$ cat config.mk
export PLATFORM = sky130hd
export DESIGN_NAME = output_port_arbiter_mux
export DESIGN_NICKNAME = d
export VERILOG_FILES = /design/src/rtl/output_port_arbiter_mux.sv
export SDC_FILE = /design/constraint.sdc
export NUM_CORES = 1
export LEC_CHECK = 0
export ABC_AREA = 0
export BUFFER_PORTS_ARGS = -buffer_cell sky130_fd_sc_hd__buf_2
export CORE_MARGIN = 8
export CORE_UTILIZATION = 40
export DETAILED_ROUTE_END_ITERATION = 7
export HOLD_SLACK_MARGIN = 0.05
export PLACE_DENSITY = 0.74
export RECOVER_POWER = 50
export SYNTH_ARGS = -nofsm -noshare
export SYNTH_HDL_FRONTEND = slang
export SYNTH_SLANG_ARGS = --single-unit
export TNS_END_PERCENT = 50
$ cat constraint.sdc
create_clock -name clk -period 2.1 [get_ports clk]
set_input_delay 0.105 -clock clk [delete_from_list [all_inputs] [get_ports clk]]
set_output_delay 0.105 -clock clk [all_outputs]
set_load 0.03 [all_outputs]
$ cat src/rtl/output_port_arbiter_mux.sv
// output_port_arbiter_mux
//   Per-output-port packet arbiter. Round-robins among NUM_PORTS ingress
//   channels, holds the grant for a whole packet (until an accepted beat
//   with last=1), and drives one registered egress beat with valid/ready.
//
// Ports
//   clk, rst_n          clock, synchronous active-low reset
//   in_valid/in_last    per-channel beat valid / end-of-packet
//   in_data             flattened beats, channel i at [i*DATA_WIDTH +: DATA_WIDTH]
//   in_ready            per-channel accept, one-hot or zero
//   out_data/out_last   registered egress beat
//   out_valid/out_ready egress handshake
//   grant_sel           locked channel index, 0 while idle
//   busy                high while a packet is locked

// Per-channel slice: ready gating and zero-masking of the beat so the
// top can OR-reduce all lanes into the selected beat.
module output_port_arbiter_lane #(
  parameter int DATA_WIDTH = 16
) (
  input  logic                  lane_grant,   // this channel holds the lock
  input  logic                  can_take,     // output register can take a beat
  input  logic                  lane_valid,
  input  logic [DATA_WIDTH-1:0] lane_data,
  input  logic                  lane_last,
  output logic                  lane_ready,
  output logic                  lane_acc,
  output logic [DATA_WIDTH-1:0] lane_data_m,
  output logic                  lane_last_m
);
  assign lane_ready  = lane_grant & can_take;
  assign lane_acc    = lane_ready & lane_valid;
  assign lane_data_m = lane_grant ? lane_data : '0;
  assign lane_last_m = lane_grant & lane_last;
endmodule

module output_port_arbiter_mux #(
  parameter int NUM_PORTS  = 4,
  parameter int DATA_WIDTH = 16,
  parameter int SEL_WIDTH  = $clog2(NUM_PORTS)
) (
  input  logic                            clk,
  input  logic                            rst_n,
  input  logic [NUM_PORTS-1:0]            in_valid,
  input  logic [NUM_PORTS*DATA_WIDTH-1:0] in_data,
  input  logic [NUM_PORTS-1:0]            in_last,
  output logic [NUM_PORTS-1:0]            in_ready,
  output logic [DATA_WIDTH-1:0]           out_data,
  output logic                            out_last,
  output logic                            out_valid,
  input  logic                            out_ready,
  output logic [SEL_WIDTH-1:0]            grant_sel,
  output logic                            busy
);
  typedef enum logic {IDLE, LOCKED} state_t;

  // Index arithmetic carries one extra bit so ptr+offset never overflows
  // before the modulo fold.
  localparam logic [SEL_WIDTH:0] NP_W = (SEL_WIDTH+1)'(NUM_PORTS);

  state_t                              state_q, state_d;
  logic [SEL_WIDTH-1:0]                grant_q, grant_d;
  logic [SEL_WIDTH-1:0]                rr_ptr_q, rr_ptr_d;
  logic [SEL_WIDTH-1:0]                pick;
  logic [SEL_WIDTH:0]                  off, sum, nxt;
  logic [2*NUM_PORTS-1:0]              req2;
  logic                                any_req;

  logic [NUM_PORTS-1:0]                lane_grant, lane_acc, lane_last_m;
  logic [NUM_PORTS-1:0][DATA_WIDTH-1:0] lane_data_m;
  logic                                can_take, accept, sel_last;
  logic [DATA_WIDTH-1:0]               sel_data;

  assign can_take  = !out_valid || out_ready;
  assign busy      = (state_q == LOCKED);
  assign grant_sel = grant_q;
  assign any_req   = |in_valid;

  for (genvar i = 0; i < NUM_PORTS; i++) begin : g_lane
    assign lane_grant[i] = (state_q == LOCKED) && (grant_q == SEL_WIDTH'(i));
    output_port_arbiter_lane #(.DATA_WIDTH(DATA_WIDTH)) u_lane (
      .lane_grant  (lane_grant[i]),
      .can_take    (can_take),
      .lane_valid  (in_valid[i]),
      .lane_data   (in_data[i*DATA_WIDTH +: DATA_WIDTH]),
      .lane_last   (in_last[i]),
      .lane_ready  (in_ready[i]),
      .lane_acc    (lane_acc[i]),
      .lane_data_m (lane_data_m[i]),
      .lane_last_m (lane_last_m[i])
    );
  end

  // At most one lane is granted, so OR-reduction is the mux.
  always_comb begin
    sel_data = '0;
    sel_last = 1'b0;
    for (int i = 0; i < NUM_PORTS; i++) begin
      sel_data = sel_data | lane_data_m[i];
      sel_last = sel_last | lane_last_m[i];
    end
  end
  assign accept = |lane_acc;

  // Round-robin search: rotate requests so rr_ptr lands on bit 0, take the
  // lowest set bit (scan downward so the lowest offset is written last),
  // then fold ptr+offset back into 0..NUM_PORTS-1.
  always_comb begin
    req2 = {in_valid, in_valid} >> rr_ptr_q;
    off  = '0;
    for (int k = NUM_PORTS-1; k >= 0; k--)
      if (req2[k]) off = (SEL_WIDTH+1)'(k);
    sum = {1'b0, rr_ptr_q} + off;
    if (sum >= NP_W) sum = sum - NP_W;
    pick = sum[SEL_WIDTH-1:0];
  end

  // Pointer after the current packet; non-power-of-two sizes wrap explicitly.
  always_comb begin
    nxt = {1'b0, grant_q} + (SEL_WIDTH+1)'(1);
    if (nxt >= NP_W) nxt = '0;
  end

  always_comb begin
    state_d  = state_q;
    grant_d  = grant_q;
    rr_ptr_d = rr_ptr_q;
    case (state_q)
      IDLE: begin
        if (any_req) begin
          state_d = LOCKED;
          grant_d = pick;
        end
      end
      LOCKED: begin
        if (accept && sel_last) begin
          state_d  = IDLE;
          grant_d  = '0;
          rr_ptr_d = nxt[SEL_WIDTH-1:0];
        end
      end
      default: state_d = IDLE;
    endcase
  end

  always_ff @(posedge clk) begin
    if (!rst_n) begin
      state_q  <= IDLE;
      grant_q  <= '0;
      rr_ptr_q <= '0;
    end else begin
      state_q  <= state_d;
      grant_q  <= grant_d;
      rr_ptr_q <= rr_ptr_d;
    end
  end

  // Single-entry egress register. A new accept overwrites only when the
  // current beat is leaving (or absent), which is what can_take gates.
  always_ff @(posedge clk) begin
    if (!rst_n) begin
      out_valid <= 1'b0;
      out_data  <= '0;
      out_last  <= 1'b0;
    end else if (accept) begin
      out_valid <= 1'b1;
      out_data  <= sel_data;
      out_last  <= sel_last;
    end else if (out_ready) begin
      out_valid <= 1'b0;
    end
  end
endmodule

-- Yosys cells after proc, flatten, opt, wreduce, memory -nomap -nowiden
Cells that the tools add are included.
- flip-flop bits (word level): 23
- latch bits: 0
- memory bits (writable): 0
- ROM bits: 0
- input port bits: 75
- output and inout bits: 25
- logic and storage cells: 67
- memories kept: 0
- add/subtract/negate cells: 3
- multipliers: 0
- divide/modulo/power cells: 0
- magnitude comparators: 2
- equality and inequality tests: 5
- shifts and indexed selects: 1
- multiplexer cells: 18
- bitwise logic cells: 19
- reductions and logical operators: 13
- operators with widths (kind ; number):
    two-way mux 16 bit ; 4
    OR 16 bit ; 3
    AND 1 bit ; 12
    two-way mux 2 bit ; 5
    two-way mux 3 bit ; 3
    OR reduction 4 bit ; 2
    right shift 8 x 2 -> 4 bit ; 1
    >= comparator 3 bit, second input constant ; 2
    logical AND 1 bit ; 5
    equality test 2 bit, second input constant ; 2
    two-way mux 1 bit ; 4
    one-hot mux 2 bit (2 select lines) ; 1
    AND reduction 2 bit ; 2
    adder 2 x 1 -> 3 bit, second input constant ; 1
    adder 2 x 3 -> 3 bit ; 1
    OR 1 bit ; 3
    equality test 2 x 1 -> 1 bit, second input constant ; 1
    logical NOT 2 bit ; 1
    inequality test 2 x 1 -> 1 bit, second input constant ; 1
    inequality test 2 bit, second input constant ; 1
    one-hot mux 1 bit (2 select lines) ; 1
    nonzero test 2 bit ; 1
    subtractor 2 x 1 -> 2 bit, second input constant ; 1
    logical NOT 1 bit ; 1
    other kinds (2) ; 2

-- Depth between registers and ports, before layout
- depth after elaboration: 10
- gate-level depth with buffers: 10
- depth with buffers taken out: 9

-- By module
From an unflattened synthesis, not the netlist that was laid out.
- cell total of the unflattened synthesis: 217
- area total of the unflattened synthesis: 1838.0 sq um
- by module, submodules not included (module ; instances ; cells an instance ; area each (sq um) ; seq. area each (sq um)):
    output_port_arbiter_mux ; 1 ; 137 ; 1242.4 ; 460.4
    output_port_arbiter_lane ; 4 ; 20 ; 148.9 ; 0.0

-- Worst setup path after synthesis
OpenSTA, ideal clock, no wires.
- path kind: reg-to-reg
- start: register grant_q[0] (netlist: grant_sel[0])
- end: register grant_q[0] (netlist: grant_sel[0])
- library setup time: 0.070 ns
- arrival: 2.065 ns
- data required time: 2.030 ns
- setup slack: -0.036 ns
- stages on the path, launching flop included: 10
- buffers on the path: 2
- period minus slack after synthesis: 2.136 ns
- path through: dfxtp_1 -> inv_1 -> ha_1 -> buf_2 -> a22oi_4 -> a221oi_4 -> and3_1 -> buf_6 -> or3_1 -> a21oi_1
- word-level cells in the longest chain between the ends: 9
- elaborated cells between the ends (all ways): 27
- classes of those cells: eq/ne: 4; bitwise: 15; reduce/logical: 8
- ends and longest elaborated chain (what ; RTL line ; source):
    from (decl) ; 62 ; logic [SEL_WIDTH-1:0] grant_q, grant_d;
    from (signal assigned) ; 153 ; grant_q <= grant_d;
    equality test 2 x 1 -> 1 bit / logical NOT 2 bit (equally long branches) ; 80 ; assign lane_grant[i] = (state_q == LOCKED) && (grant_q == SEL_WIDTH'(i));
    logical AND 1 bit ; 80 ;
    AND 1 bit ; 34 ; assign lane_last_m = lane_grant & lane_last;
    OR 1 bit (3 in a row) ; 100 ; sel_last = sel_last | lane_last_m[i];
    logical AND 1 bit (*) ; 136 ; if (accept && sel_last) begin
    inequality test 2 x 1 -> 1 bit (no source line) (*) ; - ;
    AND reduction 2 bit (no source line) (*) ; - ;
Mark *: on every way between the ends. The rest lies on a longest branch, timed or not.
A chain may end at the register's enable or synchronous reset.

-- Worst setup path in the final report
- start: register grant_q[0] (netlist: grant_sel[0])
- end: output port in_ready[3]
- word-level cells in the longest chain between the ends: 3
- ends and longest elaborated chain (what ; RTL line ; source):
    equality test 2 bit ; 80 ;
    logical AND 1 bit ; 80 ;
    AND 1 bit ; 31 ; assign lane_ready = lane_grant & can_take;
    to (decl) ; 47 ; output logic [NUM_PORTS-1:0] in_ready,
No other way between the ends.

==> out/metrics.cfg <==
[worst_setup_path]
cp.required_ns = 2.00
critPathArrivalTime_ns = 1.79
worstPathCellList = ha_1, clkbuf_1, and3_1, buf_2
timing.critical_path.fanout_max = 10
crit_type = register to primary output
worst_setup_path_start_kind = register
end_kind = primary output
worst_path_largest_cell_delay_ns = 0.46
critPathSlowestCell = clkbuf_1

[timing]
fin_hold_ws_ns = 0.2119
tns_ns = 0
setup_violations = 0
clock.fmax_ghz = 0.5286
slew_headroom = 0.5133
tightest_slew_ns = 0.7292
fin_skew_ns = 0.001878
layout_min_cycle_time_ns = 1.892
final-hold-violation-count = 0
finalMaxSlewViolations = 0
period_share = 0.9008
rsz0062_at_grt = false

[drt]
firstDrtPassIters = 4
drtAntennaViolNets = 0
vias = 1843
routed_via_density = 5.342
drc_errors = 0
finalWirelength_mm = 5.423
avgRoutedWirePerCell_um = 15.72
drt_iter0_markers = 92

[pwr]
power_frac_seq = 0.420
p_int_uw = 747.5
p_leak_nw = 0.8984
power_density_mw_per_mm2 = 545.7
p_clk_frac = 0.241
netSwitchingPower_uw = 382.5
ir_drop_uv = 249.0
switching_share = 0.3385
combPwrFrac = 0.339

[global_route]
grt_pass1_wl_mm = 8.818
grt_max_degree = 25
grt_pass1_vias = 1834
grt_antenna_before_repair = 0
overflow = 0
grtUsageTotal = 0.1703

[floorplan]
initial_core_util = 0.4216
die_area_mm2 = 0.006140
num_rows = 22
core_mm2 = 0.003689
num_io_pins = 100
fp.dieW_um = 78.36
die_h_um = 78.36

[yosys]
avgSynthCellArea_um2 = 7.513
synth_top_family_by_area = compound AO/OA/AOI/OAI gates
synth_compound_area_frac = 0.3862
yosys_warnings = 0
synthCells = 207
synth_nets = 287
synth_top_area_share = 0.2961
yosysTopAreaCell = dfxtp_1
synth_mux_area_frac = 0.01287
synthTopCellsByArea = dfxtp_1 (30%), a22oi_1 (16%), a21oi_1 (13%)
synth_fa_ha_area_frac = 0.04023
netlist_area_mm2 = 0.001555
yosysSeqAreaShare = 0.2961
synth_cell_type_count = 29
synth_simple_gate_area_share = 0.1609
synth_xor_area_frac = 0.005632
synth-seq-cells = 23

[placement]
dpl.hpwl_mm = 4.222
gp_congestion = 0.8343
port_buffers = 99

[clocking]
cts.clk_slew.worst_paths_ns = 0.08
cts_buffers = 3
hold_buffers = 0
cts-root-buf = clkbuf_8
cts_tree = done
clk_latency_ns = 0.26
cts_sinks = 23
cts_setup_buffers = 0
cts_resized = 0
clock_path_buffers = 2
h-tree-depth = 1

[layout]
layout.nets = 378
layout_commonest_cell = buf_2
final_util = 0.5614
area_growth_pct = 33.15
nFillCells = 391
antenna_cells = 0
final_cell_mix = buf_2 (78), a21oi_1 (39), nand2_1 (38)
layout-drive-gt1-share = 0.3199

[run]
maxCapViolCount = 0

[outcome]
outcome = completed

[hold_path]
hp-class = input port to register

[registers in the layout, summed over array words and instances, names as in the netlist]
signal     count
out_data      16
grant_sel      2
rr_ptr_q       2
busy           1
out_last       1
out_valid      1
[power groups by stage]
stage | clock [mW] | combinational [mW] | sequential [mW]
floorplan | 0 | 0.209 | 0.523
global placement | 0 | 0.390 | 0.482
detailed placement | 0 | 0.393 | 0.484
CTS | 0.279 | 0.394 | 0.474
global route | 0.293 | 0.424 | 0.478
finish | 0.272 | 0.383 | 0.475
[cell type report]
type / count / area [µm²] / share of cell area
Timing Repair Buffer: 109 / 534.3 / 0.2580
Multi-Input combinational cell: 154 / 942.2 / 0.4550
Clock buffer: 4 / 45.04 / 0.02175
Sequential cell: 23 / 462.9 / 0.2236
Tap cell: 48 / 60.06 / 0.02900
Inverter: 7 / 26.28 / 0.01269
[final timing paths]
kind,slack (ns),end,start,depth (start not counted)
worst min-delay path,0.21,grant_sel[1],rst_n,4
worst max register to register,0.23,grant_sel[0],grant_sel[1],7
worst min register to register,0.46,out_data[0],out_data[0],2
worst max-delay path,0.21,in_ready[3],grant_sel[0],4
[cell usage after synthesis]
cell type,count
buf_2,8
o311a_1,1
o2111ai_1,2
a311oi_1,1
a22oi_1,34
buf_6,2
dfxtp_1,23
buf_4,4
a21oi_1,39
and3_1,5
o211ai_1,3
xor2_1,1
nor4_1,1
nor3_1,1
a211oi_1,1
a22oi_4,2
buf_1,1
or3_1,2
nand2_1,38
o32a_1,1
inv_2,1
a221oi_4,1
ha_1,5
o21ai_0,1
clkbuf_1,8
inv_1,6
nand3_1,3
mux2i_1,2
nor2_1,10
[critical path: cells and delay by family (launching register included)]
family | cells | cell delay, ns
buffers and inverters | 2 | 0.65
DFF | 1 | 0.38
and+or+nand+nor | 1 | 0.23
adders and majority gates | 1 | 0.27
[routing by layer]
metal | GRT usage | up-vias | part of all wire
li1 | - | 930 | -
met1 | 0.1906 | 834 | 0.43
met2 | 0.2983 | 73 | 0.47
met3 | 0.06492 | 6 | 0.095
met4 | 0.03704 | 0 | 0.010
met5 | 0 | - | 0
[metrics by stage]
stage,setup WS (ns),area (µm²),power (mW),std cells
after global routing,0.05521,2071,1.195,345
after global placement,0.3028,2062,0.8729,341
after floorplan,0.1046,1558,0.7318,207
after CTS,0.2276,2107,1.147,345
after detailed placement,0.2507,2062,0.8771,341
final,0.2083,2071,1.130,345
[logic make-up (layout without fill, tap and decap cells)]
kind of cell,after synthesis,in the layout
fa+ha+maj,5,5
xor+xnor,1,1
mux,2,2
buf+inv,30,120
compound gates,86,86
simple gates,60,60
flops,23,23
Note: power is estimated with default switching activity, not from simulation.
